File: src/rtl/pixel_collector_if.sv
// Batch-in / pixel-out bundle between the engines, the collector and the pixel sink.
// The slave modport is the collector's view; master is the environment driving it.
interface pixel_collector_if #(
  parameter int PIXEL_DATA_WIDTH = 32,
  parameter int NUM_ENGINES      = 6
);
  logic                        in_valid;
  logic                        in_ready;
  logic                        fin_flag;
  logic [PIXEL_DATA_WIDTH-1:0] in_data [NUM_ENGINES];
  logic [PIXEL_DATA_WIDTH-1:0] out_data;
  logic                        out_valid;
  logic                        out_ready;
  logic                        out_sof;
  logic                        out_eol;

  modport master (
    output in_valid, in_data, out_ready,
    input  in_ready, fin_flag, out_data, out_valid, out_sof, out_eol
  );

  modport slave (
    input  in_valid, in_data, out_ready,
    output in_ready, fin_flag, out_data, out_valid, out_sof, out_eol
  );
endinterface

File: src/rtl/pixel_collector.sv
// Captures one batch of engine results and serialises it as a raster-tagged pixel stream.
// Latency 1 cycle from capture to first pixel; one idle bubble per batch; out_ready stalls without loss.
module pixel_collector #(
  parameter int PIXEL_DATA_WIDTH = 32,
  parameter int SCREEN_WIDTH     = 1280,
  parameter int SCREEN_HEIGHT    = 720,
  parameter int NUM_ENGINES      = 6
) (
  input  logic                 clk,
  input  logic                 reset,
  pixel_collector_if.slave     io_pix
);
  localparam int IDX_W = (NUM_ENGINES   > 1) ? $clog2(NUM_ENGINES)   : 1;
  localparam int PX_W  = (SCREEN_WIDTH  > 1) ? $clog2(SCREEN_WIDTH)  : 1;
  localparam int PY_W  = (SCREEN_HEIGHT > 1) ? $clog2(SCREEN_HEIGHT) : 1;

  typedef enum logic {
    S_IDLE  = 1'b0,
    S_DRAIN = 1'b1
  } state_t;

  state_t                      r_state;
  state_t                      w_state_nxt;
  logic [PIXEL_DATA_WIDTH-1:0] r_buf [NUM_ENGINES];
  logic [IDX_W-1:0]            r_idx;
  logic [PX_W-1:0]             r_px;
  logic [PY_W-1:0]             r_py;

  logic w_in_ready;
  logic w_fin;
  logic w_out_valid;
  logic w_beat;
  logic w_last;
  logic w_px_wrap;
  logic w_py_wrap;

  assign w_last    = (r_idx == IDX_W'(NUM_ENGINES - 1));
  assign w_px_wrap = (r_px == PX_W'(SCREEN_WIDTH - 1));
  assign w_py_wrap = (r_py == PY_W'(SCREEN_HEIGHT - 1));
  assign w_fin     = io_pix.in_valid && w_in_ready;
  assign w_beat    = w_out_valid && io_pix.out_ready;

  // in_ready depends only on state and reset, never on out_ready.
  always_comb begin
    w_state_nxt = r_state;
    w_in_ready  = 1'b0;
    w_out_valid = 1'b0;
    case (r_state)
      S_IDLE: begin
        w_in_ready = !reset;
        if (io_pix.in_valid && !reset) begin
          w_state_nxt = S_DRAIN;
        end
      end
      S_DRAIN: begin
        w_out_valid = 1'b1;
        if (io_pix.out_ready && w_last) begin
          w_state_nxt = S_IDLE;
        end
      end
      default: w_state_nxt = S_IDLE;
    endcase
  end

  always_ff @(posedge clk or posedge reset) begin
    if (reset) begin
      r_state <= S_IDLE;
    end else begin
      r_state <= w_state_nxt;
    end
  end

  always_ff @(posedge clk or posedge reset) begin
    if (reset) begin
      for (int i = 0; i < NUM_ENGINES; i++) begin
        r_buf[i] <= '0;
      end
    end else if (w_fin) begin
      for (int i = 0; i < NUM_ENGINES; i++) begin
        r_buf[i] <= io_pix.in_data[i];
      end
    end
  end

  // idx parks on the last entry after draining, so out_data keeps the last buffer word in IDLE.
  always_ff @(posedge clk or posedge reset) begin
    if (reset) begin
      r_idx <= '0;
    end else if (w_fin) begin
      r_idx <= '0;
    end else if (w_beat && !w_last) begin
      r_idx <= r_idx + IDX_W'(1);
    end
  end

  // Raster position runs freely across batch boundaries, matching the distributor's wrap.
  always_ff @(posedge clk or posedge reset) begin
    if (reset) begin
      r_px <= '0;
      r_py <= '0;
    end else if (w_beat) begin
      if (w_px_wrap) begin
        r_px <= '0;
        r_py <= w_py_wrap ? '0 : r_py + PY_W'(1);
      end else begin
        r_px <= r_px + PX_W'(1);
      end
    end
  end

  assign io_pix.in_ready  = w_in_ready;
  assign io_pix.fin_flag  = w_fin;
  assign io_pix.out_valid = w_out_valid;
  assign io_pix.out_data  = r_buf[r_idx];
  assign io_pix.out_sof   = w_out_valid && (r_px == '0) && (r_py == '0);
  assign io_pix.out_eol   = w_out_valid && w_px_wrap;
endmodule

File: src/flat_wrapper.sv
// flat-port wrapper written by rule: the top's interface ports become plain ports
module pixel_collector_flat 
#(
  parameter int PIXEL_DATA_WIDTH = 32,
  parameter int SCREEN_WIDTH     = 1280,
  parameter int SCREEN_HEIGHT    = 720,
  parameter int NUM_ENGINES      = 6
)
  (clk, reset, io_pix_in_valid, io_pix_in_data, io_pix_out_ready, io_pix_in_ready, io_pix_fin_flag, io_pix_out_data, io_pix_out_valid, io_pix_out_sof, io_pix_out_eol);
  pixel_collector_if #(.PIXEL_DATA_WIDTH(PIXEL_DATA_WIDTH), .NUM_ENGINES(NUM_ENGINES)) io_pix_i ();
  input  logic clk;
  input  logic reset;
  input wire logic [$bits(io_pix_i.in_valid)-1:0] io_pix_in_valid;
  input wire logic [$bits(io_pix_i.in_data)-1:0] io_pix_in_data;
  input wire logic [$bits(io_pix_i.out_ready)-1:0] io_pix_out_ready;
  output wire logic [$bits(io_pix_i.in_ready)-1:0] io_pix_in_ready;
  output wire logic [$bits(io_pix_i.fin_flag)-1:0] io_pix_fin_flag;
  output wire logic [$bits(io_pix_i.out_data)-1:0] io_pix_out_data;
  output wire logic [$bits(io_pix_i.out_valid)-1:0] io_pix_out_valid;
  output wire logic [$bits(io_pix_i.out_sof)-1:0] io_pix_out_sof;
  output wire logic [$bits(io_pix_i.out_eol)-1:0] io_pix_out_eol;
  assign io_pix_i.in_valid = io_pix_in_valid;
  assign io_pix_i.in_data = {>>{io_pix_in_data}};
  assign io_pix_i.out_ready = io_pix_out_ready;
  assign io_pix_in_ready = io_pix_i.in_ready;
  assign io_pix_fin_flag = io_pix_i.fin_flag;
  assign io_pix_out_data = io_pix_i.out_data;
  assign io_pix_out_valid = io_pix_i.out_valid;
  assign io_pix_out_sof = io_pix_i.out_sof;
  assign io_pix_out_eol = io_pix_i.out_eol;
  pixel_collector #(.PIXEL_DATA_WIDTH(PIXEL_DATA_WIDTH), .SCREEN_WIDTH(SCREEN_WIDTH), .SCREEN_HEIGHT(SCREEN_HEIGHT), .NUM_ENGINES(NUM_ENGINES)) u_core (.clk(clk), .reset(reset), .io_pix(io_pix_i));
endmodule
File: config.mk
export PLATFORM = sky130hd
export DESIGN_NAME = pixel_collector_flat
export DESIGN_NICKNAME = d
export VERILOG_FILES = /design/src/rtl/pixel_collector_if.sv /design/src/rtl/pixel_collector.sv /design/src/flat_wrapper.sv
export SDC_FILE = /design/constraint.sdc
export NUM_CORES = 1
export LEC_CHECK = 0
export CAP_MARGIN = 10
export CORE_AREA = 2 2 137 139
export DETAILED_ROUTE_END_ITERATION = 16
export DIE_AREA = 0 0 139 141
export DONT_BUFFER_PORTS = 1
export PLACE_DENSITY = 0.67
export SYNTH_ARGS = -nofsm -noshare
export SYNTH_HDL_FRONTEND = slang
export SYNTH_SLANG_ARGS = --single-unit
File: constraint.sdc
create_clock -name clk -period 8.3 [get_ports clk]
set_input_delay 1.66 -clock clk [delete_from_list [all_inputs] [get_ports clk]]
set_output_delay 1.66 -clock clk [all_outputs]
set_load 0.05 [all_outputs]
; Yosys cells after proc, flatten, opt, wreduce, memory -nomap -nowiden
; Cells that the tools add are included.
[classes]
n_addsub = 3
n_lt_le_gt_ge = 1
eq_ne = 3
muxes = 12
bitwise_logic = 2
reduce_logical = 14
[ops]
columns = cell, n
row1 = $bmux 32 s3, 1
row2 = $mux 32, 2
row3 = $add 11x1->11 const B, 1
row4 = $eq 11x11->1 const B, 1
row5 = $logic_not 11->1, 1
row6 = $mux 11, 1
row7 = $add 10x1->10 const B, 1
row8 = $eq 10x10->1 const B, 1
row9 = $logic_not 10->1, 1
row10 = $mux 10, 1
row11 = $logic_and 1x1->1, 8
row12 = $mux 3, 2
row13 = $ge 4x4->1 const B, 1
row14 = $mux 1, 4
row15 = $not 3->4, 1
row16 = $add 3x1->3 const B, 1
row17 = $eq 3x3->1 const B, 1
row18 = $logic_not 1->1, 2
row19 = $pmux 1 s2, 1
row20 = $reduce_and 2->1, 1
row21 = $reduce_bool 2->1, 1
row22 = $not 1->1, 1
[totals]
register_bits = 217
input_bits = 196
output_inout_bits = 37
wordCells = 45

; Depth between registers and ports, before layout
; Gate-level depths: netlist of the first run.
[depth]
depth_word = 5
depth_mapped = 7
depth_no_buf = 5

; Worst setup path after synthesis of the first run
; No wires, ideal clock.
[synth_path]
path_type = input -> output
start = in reset
end = out io_pix_fin_flag
arrival_ps = 3792
required_ps = 6640
path_slack_ps = 2848
stages = 5
n_path_buf = 3
path_cell_list = nor2_1 > and2_1 > clkbuf_1 > clkbuf_1 > clkbuf_1
[synth_via]
elab_chain_cells = 3
[synth_rtl]
columns = element, line_no
row1 = "start, declared", flat_wrapper.sv:12  ; input logic reset;
row2 = $logic_not 1->1, pixel_collector.sv:50  ; w_in_ready = !reset;
row3 = $mux 1, pixel_collector.sv:48  ; case (r_state)
row4 = $logic_and 1x1->1, pixel_collector.sv:40  ; assign w_fin = io_pix.in_valid && w_in_ready;
row5 = "end, declared", flat_wrapper.sv:17  ; output wire logic [$bits(io_pix_i.fin_flag)-1:0] io_pix_fin_flag;
; No other way between the ends.

; Final worst setup path of the first run
[layout_path]
start = reg u_core.r_idx[0]
end = out io_pix_out_data[5]
[layout_via]
elab_chain_cells = 4
[layout_rtl]
columns = element, line_no
row1 = "start, declared", pixel_collector.sv:25  ; logic [IDX_W-1:0] r_idx;
row2 = "start signal, assigned", pixel_collector.sv:92  ; r_idx <= r_idx + IDX_W'(1);
row3 = $not 3->4 (not written as such), pixel_collector.sv:114  ; assign io_pix.out_data = r_buf[r_idx];
row4 = $bmux 32 s3, pixel_collector.sv:114
row5 = $mux 32 (not written as such) (2 in series), pixel_collector.sv:114
row6 = "end, declared", flat_wrapper.sv:18  ; output wire logic [$bits(io_pix_i.out_data)-1:0] io_pix_out_data;
; No other way between the ends. The select of a mux whose other input is x is not followed.

==> results of run 1 <==
cells by family after synthesis:
kind of cell               share of synthesized area, %
muxes                                              32.6
DFF                                                55.1
buffers and inverters                              3.50
and+or+nand+nor                                    3.60
AOI/OAI and AO/OA                                  3.64
xor gates and xnor gates                          0.800
adders and majority gates                         0.761
metal layers:
metal	vias to the layer above	part of all wire, %	global-route usage [%]
met5	-	0.11	0
met1	2957	40	27.5
li1	2543	-	-
met3	36	8.4	6.86
met2	196	50	35.4
met4	4	1.9	6.70
stage by stage:
step / setup slack [ps] / hold slack (ps) / utilization, % / power [uW]
after floorplan: 704 / 475 / - / 3550
after global placement: 3380 / 484 / 55.0 / 3810
after detailed placement: 3390 / 493 / 55.0 / 3900
after CTS: 3270 / 506 / 59.8 / 5050
after global routing: 3140 / 515 / 59.9 / 5280
final: 3340 / 502 / 59.9 / 5000
flip-flops by register name (all words and copies together), names as in the netlist:
register / count
u_core.r_buf: 192
u_core.r_state: 1
u_core.r_px: 11
u_core.r_py: 10
u_core.r_idx: 3
worst min-delay path by stage:
stage / end / cells after the start
after floorplan: u_core.r_buf[100] / 1
after global placement: u_core.r_buf[147] / 1
after detailed placement: u_core.r_buf[144] / 1
after CTS: u_core.r_buf[144] / 1
after global routing: u_core.r_buf[187] / 1
final: u_core.r_buf[144] / 1
worst register-to-register path: stages, from the launching register on:
cell and delay, ps:
dfrtp_1 620, nor2_1 820, and2_4 860, buf_4 960
mux2_2 510
layout by cell type (no fill, tap or decap), types with 8 or more instances in the layout:
cell type,count
dfrtp_1,215
mux2_2,193
inv_1,42
o22ai_1,34
mux4_2,32
mux2i_1,32
clkbuf_16,25
nand2_1,16
diode_2,9
nor2_1,9
buf_4,9
nand4_1,8
nand3_1,8
final cells by class:
type	instances	area share, %
clock buffers	35	6.61
flip-flops and latches	217	49.7
repair buffers	9	0.617
well taps	234	2.68
diodes	9	0.206
clock inverters	11	1.30
inverters	43	1.54
multi-input cells	396	37.4
where the power goes:
group / internal [uW] / total [uW] / switching, uW / leakage [uW]
Combinational: 831 / 1980 / 1150 / 0.00163
Clock: 702 / 1130 / 431 / 0.000429
Sequential: 1560 / 1890 / 332 / 0.00260
Total: 3090 / 5000 / 1910 / 0.00466
==> summary.md, run 1 <==
| Metric | Value |
|---|---|
| Top cell type's share of synthesized area | 55.1% |
| Die height | 141 um |
| CP peak stage delay | 860 ps |
| Hold Fails Final Rpt | 0 |
| Largest net degree at the start of global routing | 155 |
| Fill count | 1422 |
| Placed insts | 899 |
| CP top delay family | compound AO/OA/AOI/OAI gates |
| Hold-fix buffers, CTS | 0 |
| Seq cells post-synth | 217 |
| Worst hold start | u_core.r_buf[144] |
| Final Routed Wirelength | 21200 um |
| Post-Syn Instances | 699 |
| Max-capacitance violation count | 0 |
| Final-report setup violation count | 0 |
| ANT nets after route | 0 |
| CTS sink count | 217 |
| Mapped Avg Cell Area | 14.1 um2 |
| Slew Viols, Final | 0 |
| Starting Density | 54.0% |
| Distinct cell type count after synthesis | 37 |
| DP HPWL | 14400 um |
| Post-synth top cells | dfrtp_1, mux2_2, inv_1 |
| Multi-input gate area | 4090 um2 |
| Critical-path cell list | buf_4, mux4_2, inv_1, o22ai_1 |
| Synth area leader | dfrtp_1 |
| Total CTS buffers | 25 |
| Tmin final | 4960 ps |
| Post-cts sizing count | 0 |
| Final instance area | 10900 um2 |
| Total gr overflow | 0 |
| Clk_skew | 15.1 ps |
| EDFF count, synth | 0 |
| Fraction of layout cells with a size suffix above 1 | 39.8% |
| Htree depth | 1 |
| Synth warn | 0 |
| Synth Net Count | 901 |
| RSZ-0062 raised after global routing | no |
| First-pass GRT wire length | 33600 um |
| Register area | 5440 um2 |
| Via count | 5736 |
| Worst Path Max Fanout | 36 |
| DP Area | 10100 um2 |
| Most instantiated library cell after synthesis | dfrtp_1 |
| Initial antenna violation count | 9 |
| Pwr per Cell Area | 457 nW/um2 |
| Buf/Inv on CP | 2 |
| Worst r2r dst | u_core.r_buf[150] |
| Slew HR | 23.7% |
| Num rows | 50 |
| Final #Nets | 894 |
| Port bufs | 0 |
| CP endpoint kind | primary output |
| Mapped cell area | 9860 um2 |
| Slowest CP cell | o22ai_1 |
| Synth area leaders | dfrtp_1, mux2_2, mux4_2 |
| FFs w/ async S/R, synth | 100% |
| Worst min-delay path category | flip-flop to flip-flop |
| Crit path launch | u_core.r_idx[0] |
| Via/cell ratio | 6.01 |
| Postcts setup bufs | 0 |
| Final Cycle Share | 59.7% |
| Die Width | 139 um |
| Clk root buf | clkbuf_16 |
| Critical path endpoint | io_pix_out_data[5] |
| TritonCTS clock tree | built |
| First-pass DRT Iterations | 4 |
| Leak pwr | 0.00466 uW |
| R2R Setup Slk | 4420 ps |
| Critical R2R Launch | u_core.r_state |
| Area Overhead vs Synth | 11.0% |
| Ports | 233 |
| Crit path kind | flip-flop to primary output |
| Outcome | finished, final reports clean |
| Sequential-to-total area share from yosys stat | 55.1% |
| Dominant synthesized flop cell | dfrtp_1 |
| Max VDD drop | 0.000277 V |
| Setup TNS | 0 ps |
| 1st-iter DRT viols | 261 |
| Clk slew on worst S/H paths | 60 ps |
| Layout Cells excl Fill | 954 |
| Fmax | 202 MHz |
| Die ar. | 19600 um2 |
| Core area | 18300 um2 |
| Crit path depth | 4 |
| Worst setup SP type | flip-flop |
| Drc violations | 0 |
| Worst EP required | 6640 ps |
| Drt wl/cell | 22.2 um |
| Critical path arrival | 3300 ps |
| Worst-margin pin slew | 1160 ps |
| Clk Latency, worst-skew pair | 520 ps |
| Worst Reg-to-Reg Cells | 4 |
| GPL Wtd Cong | 0.823 |
| Global-route usage over all layers | 21.5% |
| Longest Clk Path Bufs | 3 |
| Vias in the first global route | 6151 |
No activity file was read; power rests on OpenSTA's default activity.
==> run 2, diff against run 1 <==
- clock period: 8.3 -> 4.65 ns (I/O delays scaled with it)
==> run 2 against run 1 <==
Utilization grew 1.1 points. Cell count grew 3.4%. Clock power grew 63%. Die area is the same. Clock skew shrank 4.1 ps. Sequential share of layout area shrank 0.88 points. Sequential cell count is the same. Global-route usage grew 0.78 points. First-iteration DRC count grew 28%. Critical path type unchanged. Largest cell class unchanged. Largest power group unchanged.
==> summary.md, run 2 (synthesis gave the netlist of run 1 again) <==
| Metric | Value |
|---|---|
| Number of flip-flops in the largest register | 192 |
| Logic pwr share | 42.8% |
| Setup WS post-layout | 1100 ps |
| Final instance area | 11100 um2 |
| Place WS | 1570 ps |
| First-pass DRT Iterations | 4 |
| Clk Latency, worst-skew pair | 510 ps |
| Longest Clk Path Bufs | 3 |
| Worst Path Max Fanout | 24 |
| First-pass GRT wire length | 34900 um |
| Area Overhead vs Synth | 13.0% |
| Critical path endpoint | io_pix_out_data[20] |
| RSZ-0062 raised after global routing | no |
| Final Routed Wirelength | 21700 um |
| Most frequent cells in the layout | dfrtp_1, mux2_2, inv_1, buf_4, o22ai_1 |
| Outcome | finished, final reports clean |
| CP endpoint kind | primary output |
| Slew Viols, Final | 0 |
| Crit path launch | u_core.r_idx[1] |
| Slowest CP cell | dfrtp_2 |
| Sw frac | 37.5% |
| Drc violations | 0 |
| Total power | 9200 uW |
| Starting Density | 54.0% |
| Critical path arrival | 2620 ps |
| CP peak stage delay | 860 ps |
| Cell mode on critical path | buf_4 |
| Worst setup SP type | flip-flop |
| R2R Setup Slk | 1900 ps |
| Via/cell ratio | 5.88 |
| Ports | 233 |
| Hold-fix buffers, CTS | 0 |
| Total CTS buffers | 24 |
| ANT nets after route | 0 |
| Port bufs | 0 |
| GPL Wtd Cong | 0.887 |
| Clock power share | 20.0% |
| DP Area | 10400 um2 |
| Fraction of layout cells with a size suffix above 1 | 41.5% |
| Via count | 5800 |
| Final #Nets | 929 |
| Postcts setup bufs | 0 |
| Pwr per Cell Area | 825 nW/um2 |
| Crit path kind | flip-flop to primary output |
| Worst min-delay path category | primary input to async pin |
| Net Switching | 3450 uW |
| Clk slew on worst S/H paths | 60 ps |
| Total gr overflow | 0 |
| Die ar. | 19600 um2 |
| Worst EP required | 3720 ps |
| Max-capacitance violation count | 0 |
| Sequential power share | 37.2% |
| Vias in the first global route | 6482 |
| Clk root buf | clkbuf_16 |
| TritonCTS clock tree | built |
| Fmax | 282 MHz |
| Worst-margin pin slew | 866 ps |
| Global-route usage over all layers | 22.3% |
| Hold Fails Final Rpt | 0 |
| Tmin final | 3550 ps |
| Htree depth | 1 |
| Num rows | 50 |
| Post-cts sizing count | 0 |
| Leak pwr | 0.00479 uW |
| 1st-iter DRT viols | 333 |
| Largest net degree at the start of global routing | 123 |
| Drt wl/cell | 22.1 um |
| Post-Route Utilization | 61.0% |
| Critical-path cell list | buf_4, mux4_2, inv_1, o22ai_1, buf_4 |
| Max VDD drop | 0.000608 V |
| Largest register by flop count | u_core.r_buf |
| Die Width | 139 um |
| Worst Reg-to-Reg Cells | 4 |
| Final-report setup violation count | 0 |
| Final Cycle Share | 76.4% |
| Initial antenna violation count | 12 |
| Die height | 141 um |
| Most common cell after layout, fill and taps aside | dfrtp_1 |
| Largest regs | u_core.r_buf x192, u_core.r_px x11, u_core.r_py x10 |
| Slew HR | 42.2% |
| Core area | 18300 um2 |
| Setup TNS | 0 ps |
| Critical R2R Launch | u_core.r_state |
| Internal Dissipation | 5750 uW |
| Clk_skew | 11.0 ps |
| CTS sink count | 217 |
| Worst r2r dst | u_core.r_buf[146] |
| DP HPWL | 15100 um |
[run 2: cell count changes in the layout (fill, tap and decap cells not counted), sizes merged]
cell    delta
bufinv     -2
diode      +1
buf       +36
clkbuf     +4
clkinv     -4
inv        -3
[run 2: through the flow]
stage / cells / hold slack, ps
5_1_grt: 984 / 512
2_1_floorplan: 699 / 475
3_3_place_gp: 935 / 485
4_1_cts: 976 / 464
6_report: 986 / 468
3_5_place_dp: 935 / 492
[run 2: layout make-up]
cell class	instances	area [um2]
fillers	1412	7130
inverters	43	165
repair buffers	45	375
flip-flops and latches	217	5440
well taps	234	293
diodes	10	25.0
clock buffers	39	728
multi-input cells	396	4090
clock inverters	2	35.0
[run 2: layer usage]
metal | vias up | global-route usage, % | share of wire [%]
met5 | - | 0 | 0.032
met4 | 2 | 8.19 | 2.6
li1 | 2603 | - | -
met3 | 38 | 6.42 | 7.5
met2 | 200 | 36.7 | 50
met1 | 2957 | 28.4 | 40
[run 2: worst min-delay path by stage]
stage                           start           endpoint  depth (start not counted)
finish                          reset     u_core.r_state                          1
global route                    reset  u_core.r_buf[148]                          1
global placement    u_core.r_buf[106]  u_core.r_buf[106]                          1
detailed placement  u_core.r_buf[105]  u_core.r_buf[105]                          1
CTS                             reset  u_core.r_buf[148]                          1
floorplan           u_core.r_buf[100]  u_core.r_buf[100]                          1
[run 2: power groups by stage]
stage,combinational [uW],sequential (uW),clock [uW]
finish,3940,3420,1840
global placement,3870,3390,0
detailed placement,3950,3460,0
global route,4190,3560,1960
CTS,3970,3430,1880
floorplan,3210,3130,0
[run 2: worst max-delay path, delay by kind of cell, from the launching register on]
kind	cells	cell delay (ps)
buf+inv	3	650
mux	1	530
flops	1	860
compound gates	1	70
==> run 3, diff against run 2 <==
- clock period: 4.65 -> 3.3 ns (I/O delays scaled with it)
==> run 3 against run 2 <==
Sequential power rose by 39%. Clock skew increased by 14 ps. Worst hold slack worse by 320 ps. Critical path type unchanged.
==> summary.md, run 3 (synthesis gave the netlist of run 1 again) <==
| Metric | Value |
|---|---|
| R2R Setup Slk | 770 ps |
| Worst Reg-to-Reg Cells | 5 |
| Slew Viols, Final | 0 |
| Final Routed Wirelength | 22000 um |
| Die Width | 139 um |
| Fmax | 324 MHz |
| Crit path launch | u_core.r_idx[0] |
| Sequential power share | 35.9% |
| Net Switching | 4910 uW |
| Worst-margin pin slew | 753 ps |
| Place WS | 574 ps |
| Setup WS post-layout | 211 ps |
| Largest register by flop count | u_core.r_buf |
| DP Area | 10400 um2 |
| Max-capacitance violation count | 0 |
| Logic pwr share | 43.4% |
| Total gr overflow | 0 |
| Sw frac | 37.3% |
| Max VDD drop | 0.000841 V |
| Critical path arrival | 2430 ps |
| Leak pwr | 0.00487 uW |
| CP endpoint kind | primary output |
| Hold Fails Final Rpt | 0 |
| Clk Latency, worst-skew pair | 520 ps |
| Final-report setup violation count | 0 |
| Fraction of layout cells with a size suffix above 1 | 42.6% |
| Via/cell ratio | 6.01 |
| Final #Nets | 934 |
| Ports | 233 |
| Global-route usage over all layers | 22.3% |
| Worst r2r dst | u_core.r_buf[3] |
| Drt wl/cell | 22.2 um |
| Worst EP required | 2640 ps |
| Worst Path Max Fanout | 23 |
| Final instance area | 11300 um2 |
| TritonCTS clock tree | built |
| Most common cell after layout, fill and taps aside | dfrtp_1 |
| Outcome | finished, final reports clean |
| Area Overhead vs Synth | 14.5% |
| Crit path kind | flip-flop to primary output |
| ANT nets after route | 0 |
| Worst min-delay path category | primary input to async pin |
| Vias in the first global route | 6408 |
| Post-Route Utilization | 61.8% |
| Via count | 5930 |
| Die height | 141 um |
| Longest Clk Path Bufs | 3 |
| Largest regs | u_core.r_buf x192, u_core.r_px x11, u_core.r_py x10 |
| Slew HR | 49.7% |
| First-pass DRT Iterations | 5 |
| Initial antenna violation count | 10 |
| Port bufs | 0 |
| Hold-fix buffers, CTS | 0 |
| Critical R2R Launch | u_core.r_state |
| Post-cts sizing count | 0 |
| Pwr per Cell Area | 1170 nW/um2 |
| Worst setup SP type | flip-flop |
| Htree depth | 1 |
| First-pass GRT wire length | 34900 um |
| Die ar. | 19600 um2 |
| Final Cycle Share | 93.6% |
| Clk slew on worst S/H paths | 60 ps |
| Largest net degree at the start of global routing | 82 |
| Total CTS buffers | 24 |
| Number of flip-flops in the largest register | 192 |
| Core area | 18300 um2 |
| Clk root buf | clkbuf_16 |
| Clk_skew | 25.3 ps |
| Num rows | 50 |
| Starting Density | 54.0% |
| Postcts setup bufs | 0 |
| Internal Dissipation | 8260 uW |
| CTS sink count | 217 |
| Most frequent cells in the layout | dfrtp_1, mux2_2, inv_1, buf_4, o22ai_1 |
| RSZ-0062 raised after global routing | no |
| GPL Wtd Cong | 0.834 |
| Drc violations | 0 |
| 1st-iter DRT viols | 258 |
| Clock power share | 20.6% |
| Tmin final | 3090 ps |
| DP HPWL | 15100 um |
==> run 3: changes by cell type in the layout (fill, tap and decap cells not counted), sizes merged <==
cell,change
inv,+1
diode,-5
clkinv,+1
clkbuf,-2
bufinv,+1
buf,+5
==> run 3: area by class of cell <==
class	count	area, um2
Multi-Input combinational cell	396	4090
Inverter	43	165
Clock inverter	5	90.1
Clock buffer	37	729
Fill cell	1401	6980
Tap cell	234	293
Antenna cell	5	12.5
Sequential cell	217	5440
Timing Repair Buffer	50	475
==> run 3: worst max path at each step <==
stage / end
3_5_place_dp: io_pix_out_data[22]
2_1_floorplan: u_core.r_buf[0]
4_1_cts: io_pix_out_data[22]
5_1_grt: io_pix_out_data[18]
3_3_place_gp: io_pix_out_data[22]
6_report: io_pix_out_data[18]
==> run 3: per-layer routing <==
| layer | track usage [%] | vias up | share of wire [%] |
|---|---|---|---|
| met4 | 6.43 | 8 | 2.4 |
| met3 | 6.66 | 42 | 6.7 |
| met1 | 28.5 | 3047 | 41 |
| met2 | 37.2 | 204 | 50 |
| met5 | 0 | - | 0.25 |
| li1 | - | 2629 | - |
==> run 3: per-stage QoR <==
stage	instances	total power, uW	hold WS [ps]	TNS (ps)
after CTS	981	13300	153	0
final	987	13200	143	0
after global routing	987	13900	181	0
after detailed placement	939	10500	491	0
after floorplan	699	8940	475	-40390
after global placement	939	10300	484	0
==> run 3: worst max-delay path, stage by stage (launching register included) <==
cell	delay [ps]
dfrtp_4	760
buf_12	280
mux4_2	520
inv_1	60
o22ai_1	70
buf_4	220
==> run 3: power by group through the flow <==
stage               clock network (uW)  logic (uW)  registers [uW]
global route                      2890        6080            4920
CTS                               2780        5680            4810
global placement                     0        5530            4760
finish                            2720        5720            4740
detailed placement                   0        5650            4850
floorplan                            0        4530            4410
